`src/rtl/clk_enable_sequencer_if.sv`:
```
// clk_enable_sequencer_if: increment load bus and sequencer status outputs.
// The sequencer uses the slave modport; whoever programs the rates and consumes
// the enables/resets uses the master modport.
interface clk_enable_sequencer_if #(
    parameter int N_CH  = 3,
    parameter int ACC_W = 32
);
    logic [N_CH*ACC_W-1:0] inc_i;
    logic                  inc_load_i;
    logic [N_CH-1:0]       rst_o;
    logic [N_CH-1:0]       ce_o;
    logic                  ready_o;
    logic [7:0]            lock_loss_cnt_o;

    modport master (
        output inc_i, inc_load_i,
        input  rst_o, ce_o, ready_o, lock_loss_cnt_o
    );

    modport slave (
        input  inc_i, inc_load_i,
        output rst_o, ce_o, ready_o, lock_loss_cnt_o
    );
endinterface

```
`src/rtl/clk_enable_sequencer.sv`:
```
// clk_enable_sequencer: waits for a stable PLL lock, releases per-channel resets in
// index order, then produces fractional clock-enable strobes from phase accumulators.
// Optional macro CLK_SEQ_STATS_EN: when defined, lock_loss_cnt_o counts lock losses
// (saturating at 255); when undefined the counter is absent and the port reads 0.
module clk_enable_sequencer #(
    parameter int N_CH            = 3,
    parameter int ACC_W           = 32,
    parameter int LOCK_STABLE_CYC = 1024,
    parameter int STAGE_GAP_CYC   = 16
) (
    input  logic                  clk_i,
    input  logic                  reset,
    input  logic                  pll_locked_i,
    clk_enable_sequencer_if.slave bus
);
    localparam int STAB_W = $clog2(LOCK_STABLE_CYC + 1);
    localparam int GAP_W  = $clog2(STAGE_GAP_CYC + 1);
    localparam int IDX_W  = (N_CH > 1) ? $clog2(N_CH) : 1;

    localparam logic [STAB_W-1:0] STAB_LAST = STAB_W'(LOCK_STABLE_CYC - 1);
    localparam logic [GAP_W-1:0]  GAP_LAST  = GAP_W'(STAGE_GAP_CYC - 1);
    localparam logic [IDX_W-1:0]  IDX_LAST  = IDX_W'(N_CH - 1);

    typedef enum logic [1:0] {
        WAIT_LOCK,
        STABLE,
        RELEASE,
        RUN
    } state_t;

    state_t            state;
    logic [1:0]        lock_sync;
    logic              locked_s;
    logic              lock_loss;
    logic [STAB_W-1:0] stab_cnt;
    logic [GAP_W-1:0]  gap_cnt;
    logic [IDX_W-1:0]  ch_idx;
    logic [N_CH-1:0]   rst_q;
    logic              ready_q;

    logic [ACC_W-1:0]  acc_q    [N_CH];
    logic [ACC_W-1:0]  shadow_q [N_CH];
    logic [ACC_W-1:0]  pend_q   [N_CH];
    logic [N_CH-1:0]   pend_v_q;
    logic [N_CH-1:0]   ce_q;

    logic [ACC_W-1:0]  pend_n   [N_CH];
    logic [N_CH-1:0]   pend_v_n;
    logic [ACC_W:0]    sum      [N_CH];
    logic [N_CH-1:0]   hold;

    assign locked_s  = lock_sync[1];
    // Lock is lost whenever the synchronised lock drops outside WAIT_LOCK.
    assign lock_loss = (state != WAIT_LOCK) && !locked_s;

    // Two-flop synchroniser for the asynchronous PLL lock; cleared by reset so the
    // post-reset lock timing is deterministic.
    // NOTE: sequential state is updated with non-blocking assignments only, so every
    // flop samples pre-edge values regardless of block evaluation order.
    always_ff @(posedge clk_i) begin
        if (reset) lock_sync <= 2'b00;
        else       lock_sync <= {lock_sync[0], pll_locked_i};
    end

    // Start-up sequencer: lock qualification, staged reset release, lock-loss recovery.
    always_ff @(posedge clk_i) begin
        if (reset || lock_loss) begin
            state    <= WAIT_LOCK;
            stab_cnt <= '0;
            gap_cnt  <= '0;
            ch_idx   <= '0;
            rst_q    <= '1;
            ready_q  <= 1'b0;
        end else begin
            case (state)
                WAIT_LOCK: begin
                    if (locked_s) begin
                        state    <= STABLE;
                        stab_cnt <= '0;
                    end
                end
                STABLE: begin
                    if (stab_cnt == STAB_LAST) begin
                        rst_q[0] <= 1'b0;
                        gap_cnt  <= '0;
                        ch_idx   <= IDX_W'(1);
                        if (N_CH == 1) begin
                            state   <= RUN;
                            ready_q <= 1'b1;
                        end else begin
                            state   <= RELEASE;
                        end
                    end else begin
                        stab_cnt <= stab_cnt + 1'b1;
                    end
                end
                RELEASE: begin
                    if (gap_cnt == GAP_LAST) begin
                        gap_cnt       <= '0;
                        rst_q[ch_idx] <= 1'b0;
                        ch_idx        <= ch_idx + 1'b1;
                        if (ch_idx == IDX_LAST) begin
                            state   <= RUN;
                            ready_q <= 1'b1;
                        end
                    end else begin
                        gap_cnt <= gap_cnt + 1'b1;
                    end
                end
                RUN:     ready_q <= 1'b1;
                default: state   <= WAIT_LOCK;
            endcase
        end
    end

    // Next pending increment, accumulator sum and per-channel hold condition.
    // NOTE: every element is assigned on every pass, so no latch can be inferred.
    always_comb begin
        for (int k = 0; k < N_CH; k++) begin
            pend_n[k]   = bus.inc_load_i ? bus.inc_i[k*ACC_W +: ACC_W] : pend_q[k];
            pend_v_n[k] = bus.inc_load_i | pend_v_q[k];
            sum[k]      = {1'b0, acc_q[k]} + {1'b0, shadow_q[k]};
            hold[k]     = rst_q[k] | lock_loss;
        end
    end

    // Phase accumulators: strobe on carry, hand a pending increment over while held
    // in reset or on the carry cycle (that carry still uses the old increment).
    // NOTE: the accumulator/shadow arrays are a few flops, not a RAM, and must read
    // zero after reset, so they are reset explicitly.
    always_ff @(posedge clk_i) begin
        if (reset) begin
            for (int k = 0; k < N_CH; k++) begin
                acc_q[k]    <= '0;
                shadow_q[k] <= '0;
                pend_q[k]   <= '0;
            end
            pend_v_q <= '0;
            ce_q     <= '0;
        end else begin
            for (int k = 0; k < N_CH; k++) begin
                pend_q[k]   <= pend_n[k];
                pend_v_q[k] <= pend_v_n[k];
                if (hold[k]) begin
                    acc_q[k] <= '0;
                    ce_q[k]  <= 1'b0;
                    if (pend_v_n[k]) begin
                        shadow_q[k] <= pend_n[k];
                        pend_v_q[k] <= 1'b0;
                    end
                end else begin
                    acc_q[k] <= sum[k][ACC_W-1:0];
                    ce_q[k]  <= sum[k][ACC_W];
                    if (sum[k][ACC_W] && pend_v_n[k]) begin
                        shadow_q[k] <= pend_n[k];
                        pend_v_q[k] <= 1'b0;
                    end
                end
            end
        end
    end

`ifdef CLK_SEQ_STATS_EN
    logic [7:0] loss_cnt_q;

    // Saturating count of lock losses since the last reset.
    always_ff @(posedge clk_i) begin
        if (reset)                                loss_cnt_q <= 8'd0;
        else if (lock_loss && loss_cnt_q != 8'hFF) loss_cnt_q <= loss_cnt_q + 8'd1;
    end

    assign bus.lock_loss_cnt_o = loss_cnt_q;
`else
    assign bus.lock_loss_cnt_o = 8'd0;
`endif

    assign bus.rst_o   = rst_q;
    assign bus.ce_o    = ce_q;
    assign bus.ready_o = ready_q;
endmodule
```
`src/flat_wrapper.sv`:
```
// flat-port wrapper written by rule: the top's interface ports become plain ports
module clk_enable_sequencer_flat 
#(
    parameter int N_CH            = 3,
    parameter int ACC_W           = 32,
    parameter int LOCK_STABLE_CYC = 1024,
    parameter int STAGE_GAP_CYC   = 16
)
  (clk_i, reset, pll_locked_i, bus_inc_i, bus_inc_load_i, bus_rst_o, bus_ce_o, bus_ready_o, bus_lock_loss_cnt_o);
  clk_enable_sequencer_if #(.N_CH(N_CH), .ACC_W(ACC_W)) bus_i ();
  input  logic clk_i;
  input  logic reset;
  input  logic pll_locked_i;
  input wire logic [$bits(bus_i.inc_i)-1:0] bus_inc_i;
  input wire logic [$bits(bus_i.inc_load_i)-1:0] bus_inc_load_i;
  output wire logic [$bits(bus_i.rst_o)-1:0] bus_rst_o;
  output wire logic [$bits(bus_i.ce_o)-1:0] bus_ce_o;
  output wire logic [$bits(bus_i.ready_o)-1:0] bus_ready_o;
  output wire logic [$bits(bus_i.lock_loss_cnt_o)-1:0] bus_lock_loss_cnt_o;
  assign bus_i.inc_i = bus_inc_i;
  assign bus_i.inc_load_i = bus_inc_load_i;
  assign bus_rst_o = bus_i.rst_o;
  assign bus_ce_o = bus_i.ce_o;
  assign bus_ready_o = bus_i.ready_o;
  assign bus_lock_loss_cnt_o = bus_i.lock_loss_cnt_o;
  clk_enable_sequencer #(.N_CH(N_CH), .ACC_W(ACC_W), .LOCK_STABLE_CYC(LOCK_STABLE_CYC), .STAGE_GAP_CYC(STAGE_GAP_CYC)) u_core (.clk_i(clk_i), .reset(reset), .pll_locked_i(pll_locked_i), .bus(bus_i));
endmodule
```
`config.mk`:
```
export PLATFORM = sky130hd
export DESIGN_NAME = clk_enable_sequencer_flat
export DESIGN_NICKNAME = d
export VERILOG_FILES = /design/src/rtl/clk_enable_sequencer_if.sv /design/src/rtl/clk_enable_sequencer.sv /design/src/flat_wrapper.sv
export SDC_FILE = /design/constraint.sdc
export NUM_CORES = 1
export LEC_CHECK = 0
export ABC_AREA = 1
export ABC_CLOCK_PERIOD_IN_PS = 3800
export BUFFER_PORTS_ARGS = -buffer_cell sky130_fd_sc_hd__buf_2
export CAP_MARGIN = 15
export CELL_PAD_IN_SITES_DETAIL_PLACEMENT = 1
export CELL_PAD_IN_SITES_GLOBAL_PLACEMENT = 1
export CORE_MARGIN = 1
export CORE_UTILIZATION = 46
export DETAILED_ROUTE_END_ITERATION = 10
export PLACE_DENSITY = 0.82
export SYNTH_ARGS = -nofsm -noshare
export SYNTH_HDL_FRONTEND = slang
export SYNTH_SLANG_ARGS = --single-unit
```
`constraint.sdc`:
```
create_clock -name clk_i -period 3.8 [get_ports clk_i]
set_clock_uncertainty 0.05 [all_clocks]
set_input_delay 0.76 -clock clk_i [delete_from_list [all_inputs] [get_ports clk_i]]
set_output_delay 0.76 -clock clk_i [all_outputs]
set_load 0.02 [all_outputs]
```
-- Word level (Yosys, flattened, before mapping)
Memories as Yosys holds them, arrays and structs flattened.
Index checks and enable logic that the tools add are counted.
- bits of input ports: 100
- flip-flop bits (word level): 32
- word-level logic and storage cells: 169
- bits in writable memories: 288
- output and inout port bits: 15
- memories kept: 3
- reductions and logical operators: 25
- multiplexer cells: 85
- $add $sub $neg: 6
- equality and inequality tests: 11
- bitwise operators: 23
- magnitude comparators: 2
- memories (name ; words ; bits a word ; rd ports ; clocked after Yosys merged registers in ; write ports ; RTL line ; source):
    u_core.acc_q ; 3 ; 32 ; 3 ; 0 ; 3 ; clk_enable_sequencer.sv:41 ; logic [ACC_W-1:0] acc_q [N_CH];
    u_core.pend_q ; 3 ; 32 ; 3 ; 0 ; 3 ; clk_enable_sequencer.sv:43 ; logic [ACC_W-1:0] pend_q [N_CH];
    u_core.shadow_q ; 3 ; 32 ; 3 ; 0 ; 3 ; clk_enable_sequencer.sv:42 ; logic [ACC_W-1:0] shadow_q [N_CH];
- operators with widths (operator ; number):
    32-bit 2-to-1 mux ; 18
    32-bit by 32-bit adder with 33-bit output ; 3
    1-bit 2-to-1 mux ; 50
    11-bit 2-to-1 mux ; 2
    11-bit one-hot mux with 2 select lines ; 1
    1-bit bitwise OR ; 21
    2-bit 2-to-1 mux ; 6
    11-bit by 1-bit adder with 11-bit output, second input constant ; 1
    11-bit by 10-bit == test with 1-bit output, second input constant ; 1
    5-bit 2-to-1 mux ; 2
    5-bit one-hot mux with 2 select lines ; 1
    3-bit AND reduction ; 3
    3-bit OR reduction ; 3
    2-bit by 1-bit inequality test with 1-bit output, second input constant ; 4
    2-bit nonzero test ; 4
    2-bit == test, second input constant ; 3
    2-bit one-hot mux with 3 select lines ; 1
    2-bit OR reduction ; 3
    5-bit by 1-bit adder with 5-bit output, second input constant ; 1
    5-bit by 4-bit == test with 1-bit output, second input constant ; 1
    1-bit logical AND ; 5
    5-bit AND reduction ; 1
    1-bit one-hot mux with 2 select lines ; 2
    2-bit one-hot mux with 2 select lines ; 1
    13 further kinds ; 14

-- Depth between registers and ports, before layout
Gate-level depths: netlist of run 1.
- word-level depth: 8
- mapped depth: 15
- gate-level depth less buffers: 14

-- Worst setup path after synthesis of run 1
No wires, ideal clock.
- kind: register -> register
- start: mem u_core.shadow_q[2][0]
- end: mem u_core.shadow_q[2][0] (enable)
- buffers on the path: 0
- data arrival time: 2.303 ns
- setup time: 0.561 ns
- cell stages (with the launch flop): 13
- slack: 0.886 ns
- cell sequence: edfxtp_1 > ha_1 > fa_1 > nand2_1 > nand2_1 > nand3_1 > nand2_2 > nand2_1 > nand2_2 > nand2_2 > nand2_1 > nand2_1 > nand3_1
- RTL lines (item ; RTL line):
    start: declaration ; clk_enable_sequencer.sv:42

==> results of run 1 <==
worst max-delay path, cell delays in order (launching register included):
cell	delay (ns)
edfxtp_1	0.38
ha_1	0.24
fa_1	0.45
nand2_1	0.09
nand2_1	0.08
nand3_1	0.10
nand2_2	0.09
nand2_1	0.10
nand2_2	0.10
nand2_2	0.09
nand3_2	0.09
nand2_4	0.10
nand3_4	0.41
buf_4	0.44
nand2_1	0.11
inv_1	0.05
through the flow:
stage	power [mW]	cells	hold WS, ns
finish	9.99	3034	0.365
global route	10.5	3034	0.380
CTS	10.1	3034	0.373
detailed placement	6.39	2967	0.348
global placement	6.25	2967	0.347
floorplan	5.73	2388	0.338
metal layers:
metal | routed length [µm] | vias to the layer above | track usage, %
met2 | 24800 | 267 | 45.6
met5 | 0 | - | 0
met1 | 21700 | 7567 | 30.2
met4 | 1290 | 0 | 8.62
li1 | - | 7723 | -
met3 | 1780 | 91 | 3.41
synthesized netlist by cell type, types with 5 or more instances:
| cell type | instances | area [µm²] |
|---|---|---|
| nor2_1 | 315 | 1180 |
| nor2_2 | 13 | 81.3 |
| nand2_2 | 29 | 181 |
| buf_6 | 8 | 90.1 |
| buf_1 | 10 | 37.5 |
| o21bai_1 | 22 | 165 |
| buf_4 | 9 | 67.6 |
| ha_1 | 106 | 1330 |
| a31oi_1 | 6 | 37.5 |
| dfxtp_1 | 128 | 2560 |
| nor4_1 | 5 | 31.3 |
| nand3_1 | 72 | 360 |
| a21oi_1 | 192 | 961 |
| inv_1 | 366 | 1370 |
| nand4_1 | 8 | 50.1 |
| a21o_1 | 17 | 128 |
| o21ai_0 | 160 | 801 |
| mux2i_1 | 32 | 320 |
| buf_2 | 7 | 35.0 |
| nand2_1 | 479 | 1800 |
| nor3_1 | 24 | 120 |
| edfxtp_1 | 192 | 5770 |
| clkbuf_1 | 22 | 82.6 |
| o21a_1 | 11 | 82.6 |
| nor3b_1 | 7 | 52.6 |
registers in the layout (all words and copies together) (netlist names), 3 cells and up:
signal	cells
u_core.acc_q	96
u_core.pend_q	96
u_core.shadow_q	96
u_core.stab_cnt	11
u_core.gap_cnt	5
u_core.bus.ce_o	3
u_core.bus.rst_o	3
u_core.pend_v_q	3
cell families after synthesis:
family / count (synthesis) / share of synthesized area [%]
flops: 320 / 46.0
buf+inv: 427 / 9.50
mux: 32 / 1.77
simple gates: 971 / 22.2
compound gates: 420 / 12.6
xor+xnor: 5 / 0.242
fa+ha+maj: 109 / 7.65
other cells: 2 / 0.0415
cells in the final DEF, fill, tap and decap left out, drive strengths merged, types with 12 or more instances in the layout:
cell type | netlist | final
o21bai | 22 | 22
nor2 | 330 | 330
ha | 106 | 106
clkbuf | 22 | 53
clkinv | 1 | 12
mux2i | 32 | 32
dfxtp | 128 | 128
a21o | 17 | 17
o21ai | 161 | 161
buf | 35 | 118
nor3 | 26 | 26
a21oi | 198 | 198
nand2 | 509 | 509
inv | 369 | 370
conb | 2 | 104
edfxtp | 192 | 192
nand3 | 75 | 75
worst paths after layout:
| check | slack (ns) | to | cells past startpoint |
|---|---|---|---|
| setup / recovery | 0.56 | u_core.shadow_q[0][5]$_SDFFCE_PP0P_ | 15 |
| hold / removal | 0.37 | u_core.lock_sync[1]$_SDFF_PP0_ | 2 |
| setup reg to reg | 0.56 | u_core.shadow_q[0][5]$_SDFFCE_PP0P_ | 15 |
| hold reg to reg | 0.37 | u_core.lock_sync[1]$_SDFF_PP0_ | 2 |
power groups by stage:
stage          Clock, mW  Combinational [mW]  Sequential (mW)
2_1_floorplan          0                1.58             4.15
3_3_place_gp           0                2.07             4.18
3_5_place_dp           0                2.19             4.20
4_1_cts             3.71                2.23             4.13
5_1_grt             3.82                2.52             4.15
6_report            3.63                2.23             4.13
cell type report:
| type | instances | area [µm²] | share of cell area (%) |
|---|---|---|---|
| Multi-Input combinational cell | 1641 | 8450 | 40.8 |
| Sequential cell | 320 | 8330 | 40.3 |
| Inverter | 370 | 1390 | 6.71 |
| Clock buffer | 53 | 1100 | 5.32 |
| Tap cell | 518 | 648 | 3.13 |
| Timing Repair Buffer | 118 | 642 | 3.10 |
| Clock inverter | 14 | 129 | 0.623 |
==> results by group, run 1 <==
Outcome
  • Run status: complete, no violations

STA
  • Max-slew violations: 0
  • Setup TNS Final: 0 ns
  • Hold Vio Cnt, Final: 0
  • RSZ-0062 raised after global routing: no
  • Minimum clock period: 3.24 ns
  • Peak Freq: 309 MHz
  • Measured slew at the worst slew-check pin: 0.911 ns
  • Final setup viols: 0
  • Final cycle utilization of the critical path: 85.2%
  • Max-slew headroom: 39.3%
  • Final worst slack: 0.563 ns

Critical path
  • Crit end category: flip-flop
  • Critical Path RT: 4.05 ns
  • Worst Path Max Fanout: 42
  • Crit Path Category: flip-flop to flip-flop
  • CP Launch Type: flip-flop
  • RR Startpoint: u_core.shadow_q[1][0]$_SDFFCE_PP0P_
  • Crit path from: u_core.shadow_q[1][0]$_SDFFCE_PP0P_
  • Critical path arrival: 3.49 ns

CTS
  • Max H-tree Level: 2
  • Postcts setup bufs: 0
  • Root buffer cell: clkbuf_16
  • CTS clock-pin slew for the worst setup and hold paths: 0.06 ns
  • TritonCTS buffer count: 37
  • CTS sink cnt: 320
  • Worst skew pair latency: 0.56 ns
  • # resized after CTS: 0
  • Post-CTS Hold Buffers: 0
  • CTS max path bufs: 3
  • CTS tree: built

Power
  • Clock share of power: 36.4%
  • Leakage dissipation: 10.2 nW
  • Psw: 3.17 mW
  • Reg power frac: 41.3%
  • Combinational Power Share: 22.3%
  • Sw Share: 31.7%
  • Max VDD drop: 0.372 mV
  • PD cells: 483 nW/µm²
  • Int Pwr: 6.82 mW

Synthesis
  • Sequential area share after synthesis: 46.0%
  • Post-synth EDFFs: 192
  • Library cells used by synthesis: 50
  • Synth Register Bits: 320
  • Mapped Cells: 2286
  • Synth Warn #: 0
  • Syn_area_per_cell: 7.92 µm²
  • Post-synthesis cell area: 18100 µm²
  • Synth Flop Type: edfxtp_1
  • Ys async rst share: 0%

Min path
  • Hold Path Origin: u_core.lock_sync[0]$_SDFF_PP0_
  • Hold Path Class: flip-flop to flip-flop

Floorplanning
  • Initial core utilization: 46.8%
  • Die Area: 40200 µm²
  • Die Y: 200 µm
  • IO Count: 115
  • Row count: 72
  • Die X-Extent: 200 µm
  • Core area: 38700 µm²

Route
  • Routed Antenna Nets: 0
  • DR vias/cell: 5.16
  • Drt total wl: 49700 µm
  • WL per Instance: 16.4 µm
  • DR iter-0 viols: 641
  • DRC: 0
  • Detailed Routing Iterations Pass 1: 5
  • Vias: 15600

GRT
  • Vias in the first global route: 17000
  • Initial antenna violation count: 0
  • First-pass GRT wire length: 82000 µm
  • Gr usage total: 25.1%
  • GRT overflow: 0
  • Largest net degree at the start of global routing: 129

Placement
  • I/O Buffers: 106
  • Global placer's final weighted congestion: 0.931
  • Post-DP HPWL: 36800 µm
  • Post-Place Setup Slack: 0.552 ns
  • Placed instance area: 19500 µm²

Final layout
  • Final nets: 2697
  • Final Cell Area: 20700 µm²
  • Number of diodes: 0
  • Synthesis-to-finish area growth: 14.2%
  • Fillers: 4908
  • Final core occ: 53.4%
  • Share of layout cells above drive strength 1: 9.30%

Run
  • Total of max-cap violations: 0
No activity file was read; power rests on OpenSTA's default activity.
==> inputs of run 2 (changes only) <==
Settings changed: PLACE_DENSITY 0.82 to unset, PLACE_DENSITY_LB_ADDON set to 0.25.
==> results by group, run 2 (synthesis results as in run 1) <==
Outcome
  • Run status: complete, no violations

CTS
  • CTS max path bufs: 3
  • Max H-tree Level: 2
  • Postcts setup bufs: 0
  • Root buffer cell: clkbuf_16
  • TritonCTS buffer count: 38
  • Worst skew pair latency: 0.55 ns
  • Post-CTS Hold Buffers: 0
  • # resized after CTS: 0
  • CTS sink cnt: 320
  • CTS clock-pin slew for the worst setup and hold paths: 0.06 ns
  • CTS tree: built

Route
  • DR iter-0 viols: 703
  • Routed Antenna Nets: 0
  • Detailed Routing Iterations Pass 1: 5
  • DR vias/cell: 5.11
  • Drt total wl: 48800 µm
  • WL per Instance: 16.1 µm
  • DRC: 0
  • Vias: 15500

Critical path
  • Critical path arrival: 3.27 ns
  • RR Startpoint: u_core.shadow_q[1][0]$_SDFFCE_PP0P_
  • Crit Path Category: flip-flop to flip-flop
  • Crit path from: u_core.shadow_q[1][0]$_SDFFCE_PP0P_
  • Worst Path Max Fanout: 45
  • Critical Path RT: 4.06 ns
  • Crit end category: flip-flop
  • CP Launch Type: flip-flop

GRT
  • GRT overflow: 0
  • Largest net degree at the start of global routing: 80
  • Vias in the first global route: 16600
  • Initial antenna violation count: 0
  • First-pass GRT wire length: 80700 µm
  • Gr usage total: 24.6%

STA
  • Max-slew violations: 0
  • Final cycle utilization of the critical path: 79.0%
  • Measured slew at the worst slew-check pin: 0.749 ns
  • Smallest hold slack: 0.352 ns
  • Hold Vio Cnt, Final: 0
  • Minimum clock period: 3.00 ns
  • Peak Freq: 333 MHz
  • RSZ-0062 raised after global routing: no
  • Final setup viols: 0
  • Setup TNS Final: 0 ns
  • Max-slew headroom: 49.5%

Power
  • Max VDD drop: 0.448 mV
  • Leakage dissipation: 10.3 nW
  • PD cells: 491 nW/µm²

Floorplanning
  • IO Count: 115
  • Initial core utilization: 46.8%
  • Row count: 72
  • Die Area: 40200 µm²
  • Die X-Extent: 200 µm
  • Core area: 38700 µm²
  • Die Y: 200 µm

Final layout
  • Commonest non-fill, non-tap cell in the layout: nand2_1
  • Number of diodes: 0
  • Multi-input gate area: 8450 µm²
  • Reg area: 8330 µm²
  • Fillers: 4887
  • Final nets: 2699
  • Synthesis-to-finish area growth: 15.0%
  • Commonest non-fill, non-tap cells in the layout: nand2_1 (479), inv_1 (366), nor2_1 (314)
  • Top Registers: u_core.acc_q x96, u_core.pend_q x96, u_core.shadow_q x96
  • Share of layout cells above drive strength 1: 9.44%

Placement
  • I/O Buffers: 106
  • Post-DP HPWL: 36000 µm
  • Global placer's final weighted congestion: 0.917

Min path
  • Hold Path Class: flip-flop to flip-flop
  • Hold Path Origin: u_core.lock_sync[0]$_SDFF_PP0_

Run
  • Total of max-cap violations: 0
run 2: cell type report:
class	instances	area share (%)
multi-input combinational	1641	40.6
timing repair buffer	119	3.24
clock buffer	59	5.80
tap	518	3.11
inverter	370	6.67
sequential	320	40.0
clock inverter	11	0.667
run 2: worst max-delay path, stage by stage, from the launching register on:
cell and delay, ns:
edfxtp_1 0.38, ha_1 0.24, fa_1 0.44, nand2_1 0.09, nand2_1 0.08, nand3_1 0.10
nand2_2 0.10, nand2_1 0.10, nand2_2 0.10, nand2_2 0.10, nand3_2 0.09, nand2_4 0.11
nand3_4 0.28, buf_12 0.31, nand2_1 0.10, inv_1 0.04
run 2: worst paths after layout:
kind / end / cells past startpoint / slack, ns
max: u_core.shadow_q[1][6]$_SDFFCE_PP0P_ / 15 / 0.80
min: u_core.lock_sync[1]$_SDFF_PP0_ / 2 / 0.35
max reg2reg: u_core.shadow_q[1][6]$_SDFFCE_PP0P_ / 15 / 0.80
min reg2reg: u_core.lock_sync[1]$_SDFF_PP0_ / 2 / 0.35
run 2: stage by stage:
stage                     util [%]  setup slack (ns)  power, mW  area (µm²)  instances
final                         53.8             0.797       10.2       20800       3038
after global routing          53.8             0.598       10.8       20800       3038
after CTS                     53.8             0.756       10.3       20800       3038
after detailed placement      50.3             0.811       6.38       19500       2968
after global placement        50.3             0.944       6.26       19500       2968
after floorplan                  -             0.886       5.73       18500       2388
run 2: layer usage:
layer | track usage (%) | vias up | wire length [µm]
met5 | 0 | - | 0
met4 | 8.51 | 0 | 1240
met3 | 2.87 | 73 | 1550
met2 | 44.3 | 243 | 24200
met1 | 30.4 | 7485 | 21700
li1 | - | 7727 | -
run 2: where the power goes:
part           total (mW)  internal, mW  switching, mW
Clock                3.89          2.40           1.49
Combinational        2.22         0.675           1.54
Sequential           4.13          4.00          0.124
Total                10.2          7.08           3.15
